## src/rtl/s2_seq.sv

```systemverilog
// s2_seq: sequencer for one s2neuron pass (clear, accumulate S operands, drain, done).
// Defining S2_FAULT_TIMEOUT_EN adds a consecutive-stall timeout that parks the block in ERR.
module s2_seq #(
    parameter int S   = 8,
    parameter int DL  = 1,
    parameter int TMO = 64,
    localparam int IW = (S > 1) ? $clog2(S) : 1
) (
    input  logic          clk,
    input  logic          reset,
    input  logic          start,
    input  logic          abort,
    input  logic          cfflag,
    output logic          en_s2,
    output logic          mac_clr,
    output logic [IW-1:0] idx,
    output logic          busy,
    output logic          done,
    output logic          err,
    output logic [7:0]    fault_cnt
);

    typedef enum logic [2:0] {IDLE, CLEAR, RUN, DRAIN, DONE, ERR} state_e;

    localparam logic [IW-1:0] IDX_LAST = IW'(S - 1);
    localparam logic [3:0]    DRN_LAST = 4'(DL - 1);

    if (S < 1 || DL < 1 || DL > 15 || TMO < 2 || TMO > 255) begin : gBadParam
        $error("s2_seq: parameter out of range");
    end

    state_e        state_q, state_d;
    logic [IW-1:0] idx_q, idx_d;
    logic [3:0]    drn_q, drn_d;
    logic [7:0]    fcnt_q, fcnt_d;

`ifdef S2_FAULT_TIMEOUT_EN
    localparam logic [7:0] STALL_LAST = 8'(TMO - 1);
    logic [7:0] stall_q, stall_d;

    always_ff @(posedge clk or posedge reset) begin
        if (reset) begin
            stall_q <= '0;
        end else begin
            stall_q <= stall_d;
        end
    end
`endif

    always_ff @(posedge clk or posedge reset) begin
        if (reset) begin
            state_q <= IDLE;
            idx_q   <= '0;
            drn_q   <= '0;
            fcnt_q  <= '0;
        end else begin
            state_q <= state_d;
            idx_q   <= idx_d;
            drn_q   <= drn_d;
            fcnt_q  <= fcnt_d;
        end
    end

    // Abort outranks everything except reset; a stalled operand keeps idx so it is re-presented.
    always_comb begin
        state_d = state_q;
        idx_d   = idx_q;
        drn_d   = drn_q;
        fcnt_d  = fcnt_q;
`ifdef S2_FAULT_TIMEOUT_EN
        stall_d = stall_q;
`endif
        if (abort && state_q != IDLE) begin
            state_d = IDLE;
            idx_d   = '0;
            drn_d   = '0;
`ifdef S2_FAULT_TIMEOUT_EN
            stall_d = '0;
`endif
        end else begin
            unique case (state_q)
                IDLE: begin
                    if (start) begin
                        state_d = CLEAR;
                        idx_d   = '0;
                        fcnt_d  = '0;
                    end
                end
                CLEAR: begin
                    state_d = RUN;
                end
                RUN: begin
                    if (cfflag) begin
                        if (fcnt_q != 8'hFF) begin
                            fcnt_d = fcnt_q + 8'd1;
                        end
`ifdef S2_FAULT_TIMEOUT_EN
                        stall_d = stall_q + 8'd1;
                        if (stall_q == STALL_LAST) begin
                            state_d = ERR;
                            stall_d = '0;
                            idx_d   = '0;
                        end
`endif
                    end else begin
`ifdef S2_FAULT_TIMEOUT_EN
                        stall_d = '0;
`endif
                        if (idx_q == IDX_LAST) begin
                            state_d = DRAIN;
                            idx_d   = '0;
                            drn_d   = '0;
                        end else begin
                            idx_d = idx_q + 1'b1;
                        end
                    end
                end
                DRAIN: begin
                    if (drn_q == DRN_LAST) begin
                        state_d = DONE;
                        drn_d   = '0;
                    end else begin
                        drn_d = drn_q + 4'd1;
                    end
                end
                DONE: begin
                    state_d = IDLE;
                end
                ERR: begin
                    state_d = ERR;
                end
                default: begin
                    state_d = IDLE;
                end
            endcase
        end
    end

    // Strobes are masked during an abort cycle so the bank never sees a partial action.
    always_comb begin
        busy      = (state_q != IDLE);
        mac_clr   = (state_q == CLEAR) && !abort;
        en_s2     = (state_q == RUN) && !abort;
        done      = (state_q == DONE) && !abort;
        idx       = idx_q;
        fault_cnt = fcnt_q;
`ifdef S2_FAULT_TIMEOUT_EN
        err       = (state_q == ERR);
`else
        err       = 1'b0;
`endif
    end

endmodule

```

## config.mk

```make
export PLATFORM = sky130hd
export DESIGN_NAME = s2_seq
export DESIGN_NICKNAME = d
export VERILOG_FILES = /design/src/rtl/s2_seq.sv
export SDC_FILE = /design/constraint.sdc
export NUM_CORES = 1
export LEC_CHECK = 0
export CAP_MARGIN = 20
export CORE_UTILIZATION = 43
export CTS_CLUSTER_DIAMETER = 50
export DETAILED_ROUTE_END_ITERATION = 8
export GPL_ROUTABILITY_DRIVEN = 0
export HOLD_SLACK_MARGIN = 0.1
export PLACE_DENSITY_LB_ADDON = 0.25
export SETUP_SLACK_MARGIN = 0.4
export SYNTH_ARGS = -nofsm -noshare
export SYNTH_HDL_FRONTEND = slang
export SYNTH_SLANG_ARGS = --single-unit
```

## constraint.sdc

```tcl
create_clock -name clk -period 1.7 [get_ports clk]
set_clock_uncertainty 0.1 [all_clocks]
set_input_delay 0.17 -clock clk [delete_from_list [all_inputs] [get_ports clk]]
set_output_delay 0.17 -clock clk [all_outputs]
set_load 0.01 [all_outputs]
```

==> metrics.md, run 1 <==
| Metric | Value |
|---|---|
| Outcome | complete, no violations |
| Register bit count reported by yosys | 18 |
| Ys flop type | dfrtp_1 |
| Top-count cell post-synth | dfrtp_1 |
| Placed cells | around 180 |
| Worst vdd ir | ~0.63 mV |
| Final cell count without fillers | ~210 |
| Grt total ovfl | 0 |
| Sequential-to-total area share from yosys stat | 38.6% |
| Comb pwr share | 38.7% |
| Max-slew violation count | 0 |
| Post-DR vias/cell | between 5 and 6 |
| Syn Inst Count | ~120 |
| CTS max path bufs | 2 |
| Power Density | 662 nW/um^2 |
| Fin. Hold Viols | 0 |
| Initial DRC count | 32 |
| Ys Warns | 0 |
| DIE WIDTH | approximately 54 um |
| RSZ-0062 raised after global routing | true |
| Hold Crit Class | flip-flop to flip-flop |
| CP Cell Sequence | inv_1 -> ha_2 -> or3b_4 -> nand2_1 -> nor3b_1 -> a221o_1 |
| Final min period | approximately 1.6 ns |
| DR top layer | met4 |
| Netlist cell types | 45 |
| Initial antenna violation count | 0 |
| Final setup viols | 0 |
| Worst setup SP type | flip-flop |
| Multi-input logic area | ~770 sq um |
| Syn Area/Cell | between 9 and 10 sq um |
| Tot GR Track Use | a little under a quarter |
| Fmax achieved | just over 600 MHz |
| Number of fill cells | around 180 |
| Max-cap violations | 0 |
| Fin crit share | 96.8% |
| Rows | 18 |
| Clock root buffer | clkbuf_4 |
| Slowest CP cell | dfrtp_1 |
| Largest cells by area after synthesis | dfrtp_1, ha_1, nand2_1 |
| Required time of the critical path | ~1.8 ns |
| Syn Nets | ~130 |
| Via count | 1,182 |
| CTS buffer count | 3 |
| CTS H-tree lvls | 1 |
| Crit-path max cell delay | approximately 0.4 ns |
| Pre-Repair DR Iteration Count | 5 |
| WL met1 | between 1000 and 1500 um |
| Met3 Wirelength | 116 um |
| Die area | 2920 sq um |
| Largest net degree at the start of global routing | 19 |
| Share of the synthesized area in the top cell type | between 30% and 40% |
| Port Buffers | 19 |
| Die Y | about 54 um |
| Vias in the first global route | just over 1,000 |
| Worst-skew pair later-pin latency | roughly 0.31 ns |
| WL/cell | 14.6 um |
| Clock slew at reported path FFs | approximately 0.11 ns |
| WS Path Type | flip-flop to flip-flop |
| Static Leak | approximately 0.86 nW |
| FF/Latch Area | between 400 and 500 sq um |
| Starting density of the core | between 40% and 50% |
| DRT antenna net count | 0 |
| Detailed Route WL | between 3000 and 4000 um |
| Core area | 2520 sq um |
| Cell Area, Synth | between 1000 and 1500 sq um |
| CP Data Arrival Time | ~1.7 ns |
| P_sw | ~400 uW |
| Met2 Routed Length | 1630 um |
| Share of layout cells above drive strength 1 | about half |
| Worst Setup End Kind | flip-flop |
| DRC | 0 |
| Critical Path Fanout Max | 2 |
| Clock sink count | 18 |
| EDFF count, synth | 0 |
| Hold Worst Slack | between 0.5 and 0.6 ns |
| Synth area leader | dfrtp_1 |
| Switch share | between 30 and 40% |
| Post-synthesis async set-or-reset flop share | 100% |
| Global-route wire length before repair | between 4000 and 5000 um |
| Flop pwr share | 38.3% |
| CTS tree | built |
| Ant diodes | 0 |
| Internal power | between 800 and 900 uW |
| Synth cell count leaders | dfrtp_1, nand2_1, inv_1 |
| Area grow syn2layout | 59.7% |
| Placed wire-length estimate | 1830 um |
| Clk pwr share | between 20 and 25% |
| # nets final | just under 200 |
| Ports | 21 |
## final timing paths
path / start / endpoint / slack (ns) / depth (start not counted)
min in group asynchronous: reset / fault_cnt[3] / 0.62 / 4
max: drn_q[1] / drn_q[2] / 0.05 / 6
min reg2reg: drn_q[0] / drn_q[0] / 0.51 / 2
max in group asynchronous: reset / fault_cnt[0] / 0.64 / 4
min: drn_q[0] / drn_q[0] / 0.51 / 2
max reg2reg: drn_q[1] / drn_q[2] / 0.05 / 6
## sequential cells by signal, summed over array words and instances, names as in the netlist
signal     count
fault_cnt      8
idx            3
drn_q          4
state_q        3
## logic make-up (layout without fill, tap and decap cells)
group | count (synthesis) | count (layout) | share of synthesized area [%]
simple gates | 43 | 43 | 23.2
mux | 1 | 1 | 0.858
xor+xnor | 1 | 1 | 0.751
buf+inv | 15 | 77 | 6.76
other cells | 1 | 1 | 0.322
compound gates | 37 | 37 | 24.1
fa+ha+maj | 5 | 5 | 5.36
flops | 18 | 18 | 38.6
## power by group through the flow
| stage | Combinational (mW) | Sequential, mW | Clock [mW] |
|---|---|---|---|
| after CTS | 0.429 | 0.470 | 0.285 |
| after global placement | 0.321 | 0.491 | 0 |
| after global routing | 0.512 | 0.473 | 0.306 |
| after detailed placement | 0.326 | 0.494 | 0 |
| final | 0.477 | 0.472 | 0.284 |
| after floorplan | 0.212 | 0.484 | 0 |
## cell usage in the layout, fill, tap and decap left out, types with 4 or more instances in the layout
master	count
dfrtp_2	7
buf_4	34
a21oi_1	6
buf_6	11
dfrtp_1	11
clkdlybuf4s15_1	4
nand2_1	11
nor2_1	6
inv_1	9
o21ai_1	7
buf_2	5
clkdlybuf4s50_1	4
## final cells by class
class                           count  area share (%)
Sequential cell                    18            24.7
Inverter                            9            1.81
Clock buffer                        4            1.95
Timing Repair Buffer               64            28.3
Tap cell                           30            2.02
Multi-Input combinational cell     88            41.3
## what timing repair did
action,CTS,global route
hold endpoints to repair,18,0
pin swaps,16,10
hold buffers,1,0
setup endpoints to repair,33,29
buffers inserted,24,6
gates resized for setup,54,23
## stage by stage
| step | util (%) | TNS [ns] | cell area, sq um | setup WS (ns) | total power [mW] |
|---|---|---|---|---|---|
| 2_1_floorplan | - | 0 | 1220 | 0.0913 | 0.696 |
| 3_5_place_dp | 59.8 | -0.553 | 1510 | -0.130 | 0.820 |
| 4_1_cts | 69.7 | 0 | 1760 | 0.0647 | 1.18 |
| 5_1_grt | 73.8 | -0.00392 | 1860 | -0.00392 | 1.29 |
| 6_report | 73.8 | 0 | 1860 | 0.0544 | 1.23 |
| 3_3_place_gp | 59.8 | -0.367 | 1510 | -0.105 | 0.812 |
## routing by layer
layer,vias up,global-route usage (%)
li1,563,-
met1,572,25.3
met2,39,42.2
met3,8,6.21
met4,0,5.13
met5,-,0
## worst max-delay path: cells and delay by family, from the launching register on
family                   cells  cell delay (ns)
adder cells (fa/ha/maj)      1             0.17
buffers and inverters        1             0.07
AO/OA/AOI/OAI                1             0.27
flip-flops                   1             0.41
AND/OR/NAND/NOR              3             0.53
Note: power is estimated with default switching activity, not from simulation.
==> run 2, diff against run 1 <==
CORE_UTILIZATION = 51   (was 43)
==> run 2 against run 1 <==
  * The flow now stops in global routing (5_1_grt)
  * Synthesized cell count is the same
  * Synthesized area is the same
==> metrics.md, run 2 <==
| Metric | Value |
|---|---|
| Clock sink count | 18 (unchanged) |
| Die Y | 49.8 um (-7.9%) |
| Share of the synthesized area in the top cell type | 38.6% (unchanged) |
| CTS H-tree lvls | 1 (unchanged) |
| Stop stage | global routing (5_1_grt) |
| Syn Inst Count | 121 (unchanged) |
| Ports | 21 (unchanged) |
| Ys Warns | 0 (unchanged) |
| Rows | 16 (-2) |
| Synth cell count leaders | dfrtp_1, nand2_1, inv_1 |
| Placed wire-length estimate | 1910 um (+3.9%) |
| CTS max path bufs | 2 (unchanged) |
| Dpl ws | -0.127 ns (+0.00251 ns) |
| Top-count cell post-synth | dfrtp_1 |
| Starting density of the core | 56.6% (+10 points) |
| EDFF count, synth | 0 (unchanged) |
| Hold_buf cts | 0 (-1) |
| Ys flop type | dfrtp_1 |
| Largest net degree at the start of global routing | 19 |
| Syn Nets | 131 (unchanged) |
| Largest cells by area after synthesis | dfrtp_1, ha_1, nand2_1 |
| Sequential-to-total area share from yosys stat | 38.6% (unchanged) |
| DIE WIDTH | 49.8 um (-7.9%) |
| Clock root buffer | clkbuf_4 |
| Worst setup endpoint GRT | idx[0]$_DFFE_PP0P_/D |
| Cell Area, Synth | 1170 sq um (unchanged) |
| Error Message | [ERROR DPL-0038] Utilization greater than 100%, impossible to legalize |
| WEP type | register input |
| Post-synthesis async set-or-reset flop share | 100% (unchanged) |
| Register bit count reported by yosys | 18 (unchanged) |
| Outcome | did not finish |
| Port Buffers | 19 (unchanged) |
| Syn Area/Cell | 9.64 sq um (unchanged) |
| CTS buffer count | 3 (unchanged) |
| Placed cells | 175 (-1.7%) |
| Netlist cell types | 45 (unchanged) |
| Synth area leader | dfrtp_1 |
[run 2: cell counts after synthesis]
No cell type changed its count.
[run 2: cells by family after synthesis]
logic type               count (synthesis)  share of synthesized area, %
AO/OA/AOI/OAI                           37                          24.1
XOR/XNOR                                 1                         0.751
adder cells (fa/ha/maj)                  5                          5.36
buffers and inverters                   15                          6.76
flip-flops                              18                          38.6
multiplexers                             1                         0.858
other                                    1                         0.322
AND/OR/NAND/NOR                         43                          23.2
[run 2: metrics by stage]
stage	utilization, %	instance area [sq um]
3_5_place_dp	73.0	1510
3_3_place_gp	73.0	1510
2_1_floorplan	-	1220
4_1_cts	89.9	1850
[run 2: timing repair]
item                                    in CTS
pin swaps                                   28
setup buffers                               27
resized for setup                           69
gates cloned                                 1
endpoints found under the setup margin      32
==> run 3, diff against run 2 <==
CORE_AREA = 2 2 63 65   (was not set)
CORE_UTILIZATION = not set   (was 51)
CTS_CLUSTER_DIAMETER = not set   (was 50)
DIE_AREA = 0 0 65 67   (was not set)
HOLD_SLACK_MARGIN = not set   (was 0.1)
PLACE_DENSITY_LB_ADDON = 0.15   (was 0.25)
SETUP_SLACK_MARGIN = not set   (was 0.4)
==> run 3 against run 2 <==
  * The run now ends clean
==> metrics.md, run 3 (synthesized netlist as in run 1, its figures left out) <==
| Metric | Value |
|---|---|
| Final min period | around 1.6 ns |
| Tot GR Track Use | roughly 13% |
| Crit-path max cell delay | ~0.36 ns |
| Fin. Hold Viols | 0 |
| CP Cell Sequence | ha_2 -> ha_4 -> nor2b_4 -> o22a_1 -> o22ai_4 -> a221o_1 |
| Outcome | complete, no violations |
| Area grow syn2layout | 43.5% |
| Comb pwr share | 31.9% |
| Met2 Routed Length | ~1500 um |
| Max-cap violations | 0 |
| Grt total ovfl | 0 |
| Met3 Wirelength | between 80 and 90 um |
| Ant diodes | 0 |
| Number of fill cells | approximately 350 |
| Global-route wire length before repair | between 4000 and 5000 um |
| Post-DR vias/cell | roughly 5.0 |
| Port Buffers | 19 (unchanged) |
| Worst setup SP type | flip-flop |
| Worst Setup End Kind | flip-flop |
| Clock sink count | 18 (unchanged) |
| Clk pwr share | slightly below 30% |
| Critical Path Fanout Max | 4 |
| Max reg flops | 8 |
| CP Data Arrival Time | roughly 1.7 ns |
| Initial antenna violation count | 0 |
| Starting density of the core | 32.3% (-24 points) |
| CTS max path bufs | 2 (unchanged) |
| Switch share | between 20% and 30% |
| Commonest non-fill, non-tap cell in the layout | buf_4 |
| Most frequent cells in the layout | buf_4, dfrtp_1, clkdlybuf4s50_1 |
| Required time of the critical path | about 1.7 ns |
| Detailed Route WL | between 2000 and 3000 um |
| DIE WIDTH | 65 um (+30%) |
| Largest net degree at the start of global routing | 19 |
| Fmax achieved | around 600 MHz |
| Initial DRC count | 44 |
| WS Path Type | flip-flop to flip-flop |
| Flop pwr share | about two fifths |
| Fin crit share | between 90% and 100% |
| P_sw | ~350 uW |
| WL/cell | 12.6 um |
| Clock root buffer | clkbuf_8 |
| WL met1 | 1030 um |
| Hold Crit Class | primary input to asynchronous set/reset pin |
| Slowest CP cell | dfrtp_1 |
| Via count | 1,042 |
| Pre-Repair DR Iteration Count | 4 |
| DR top layer | met4 |
| Final setup margin | between 0.06 and 0.07 ns |
| Final Util | a little under half |
| Internal power | 854 uW |
| DRT antenna net count | 0 |
| Die area | about 4400 sq um |
| Multi-input logic area | about 690 sq um |
| Rows | 22 (+6) |
| Power Density | 720 nW/um^2 |
| Ports | 21 (unchanged) |
| Clock slew at reported path FFs | approximately 0.07 ns |
| Die Y | 67 um (+34%) |
| Max-slew violation count | 0 |
| Placed wire-length estimate | 1940 um (+2.0%) |
| Worst-skew pair later-pin latency | 0.25 ns |
| DRC | 0 |
| # nets final | roughly 170 |
| Core area | ~3600 sq um |
| FF/Latch Area | around 450 sq um |
| Final setup viols | 0 |
| Worst vdd ir | 0.337 mV |
| Dpl ws | -0.198 ns (-0.0709 ns) |
| Hold_buf cts | 0 (unchanged) |
| CTS tree | built |
| Vias in the first global route | 972 |
| Static Leak | about 0.73 nW |
| CTS buffer count | 3 (unchanged) |
| Share of layout cells above drive strength 1 | between 30% and 40% |
| CTS H-tree lvls | 1 (unchanged) |
run 3: per-stage QoR:
step	area, sq um	setup TNS [ns]	hold slack [ns]	instances	total power, mW
floorplan	1170	0	0.00857	121	0.682
global placement	1530	-1.91	0.411	202	0.826
detailed placement	1530	-1.90	0.415	202	0.828
CTS	1600	0	0.136	206	1.18
global route	1670	-0.00767	0.145	210	1.28
finish	1670	0	0.133	210	1.21
run 3: power groups by stage:
stage	sequential (mW)	combinational [mW]	clock [mW]
after global placement	0.477	0.349	0
after detailed placement	0.477	0.351	0
after floorplan	0.479	0.202	0
after CTS	0.469	0.350	0.365
final	0.473	0.384	0.348
after global routing	0.477	0.420	0.388
run 3: routing by layer:
| layer | global-route usage [%] | vias up |
|---|---|---|
| li1 | - | 523 |
| met4 | 3.99 | 0 |
| met3 | 2.53 | 4 |
| met2 | 26.5 | 22 |
| met5 | 0 | - |
| met1 | 12.7 | 493 |
run 3: final timing paths:
kind                       cells after the start         end   start  slack (ns)
max                                            6    drn_q[2]  idx[0]        0.06
min                                            3    drn_q[2]   reset        0.13
max reg2reg                                    6    drn_q[2]  idx[0]        0.06
min reg2reg                                    2      idx[2]  idx[2]        0.49
max in group asynchronous                      3  state_q[2]   reset        1.15
min in group clk                               4      idx[0]   abort        0.26
run 3: final cells by class:
| type | count | area share, % |
|---|---|---|
| clock buffers | 4 | 3.29 |
| inverters | 9 | 2.02 |
| multi-input cells | 88 | 41.5 |
| flip-flops and latches | 18 | 27.1 |
| well taps | 48 | 3.59 |
| repair buffers | 43 | 22.5 |
run 3: repair_timing:
| item | 4_1_cts | 5_1_grt |
|---|---|---|
| hold endpoints to repair | 0 | 0 |
| endpoints found under the setup margin | 8 | 12 |
| resized for setup | 8 | 20 |
| cloned | 0 | 1 |
| pin swaps | 1 | 9 |
| setup buffers | 0 | 3 |
run 3: critical path, delay by kind of cell (launching register included):
family                   cells  cell delay [ns]
adder cells (fa/ha/maj)      2             0.34
AND/OR/NAND/NOR              1             0.13
flip-flops                   1             0.36
AO/OA/AOI/OAI                3             0.59
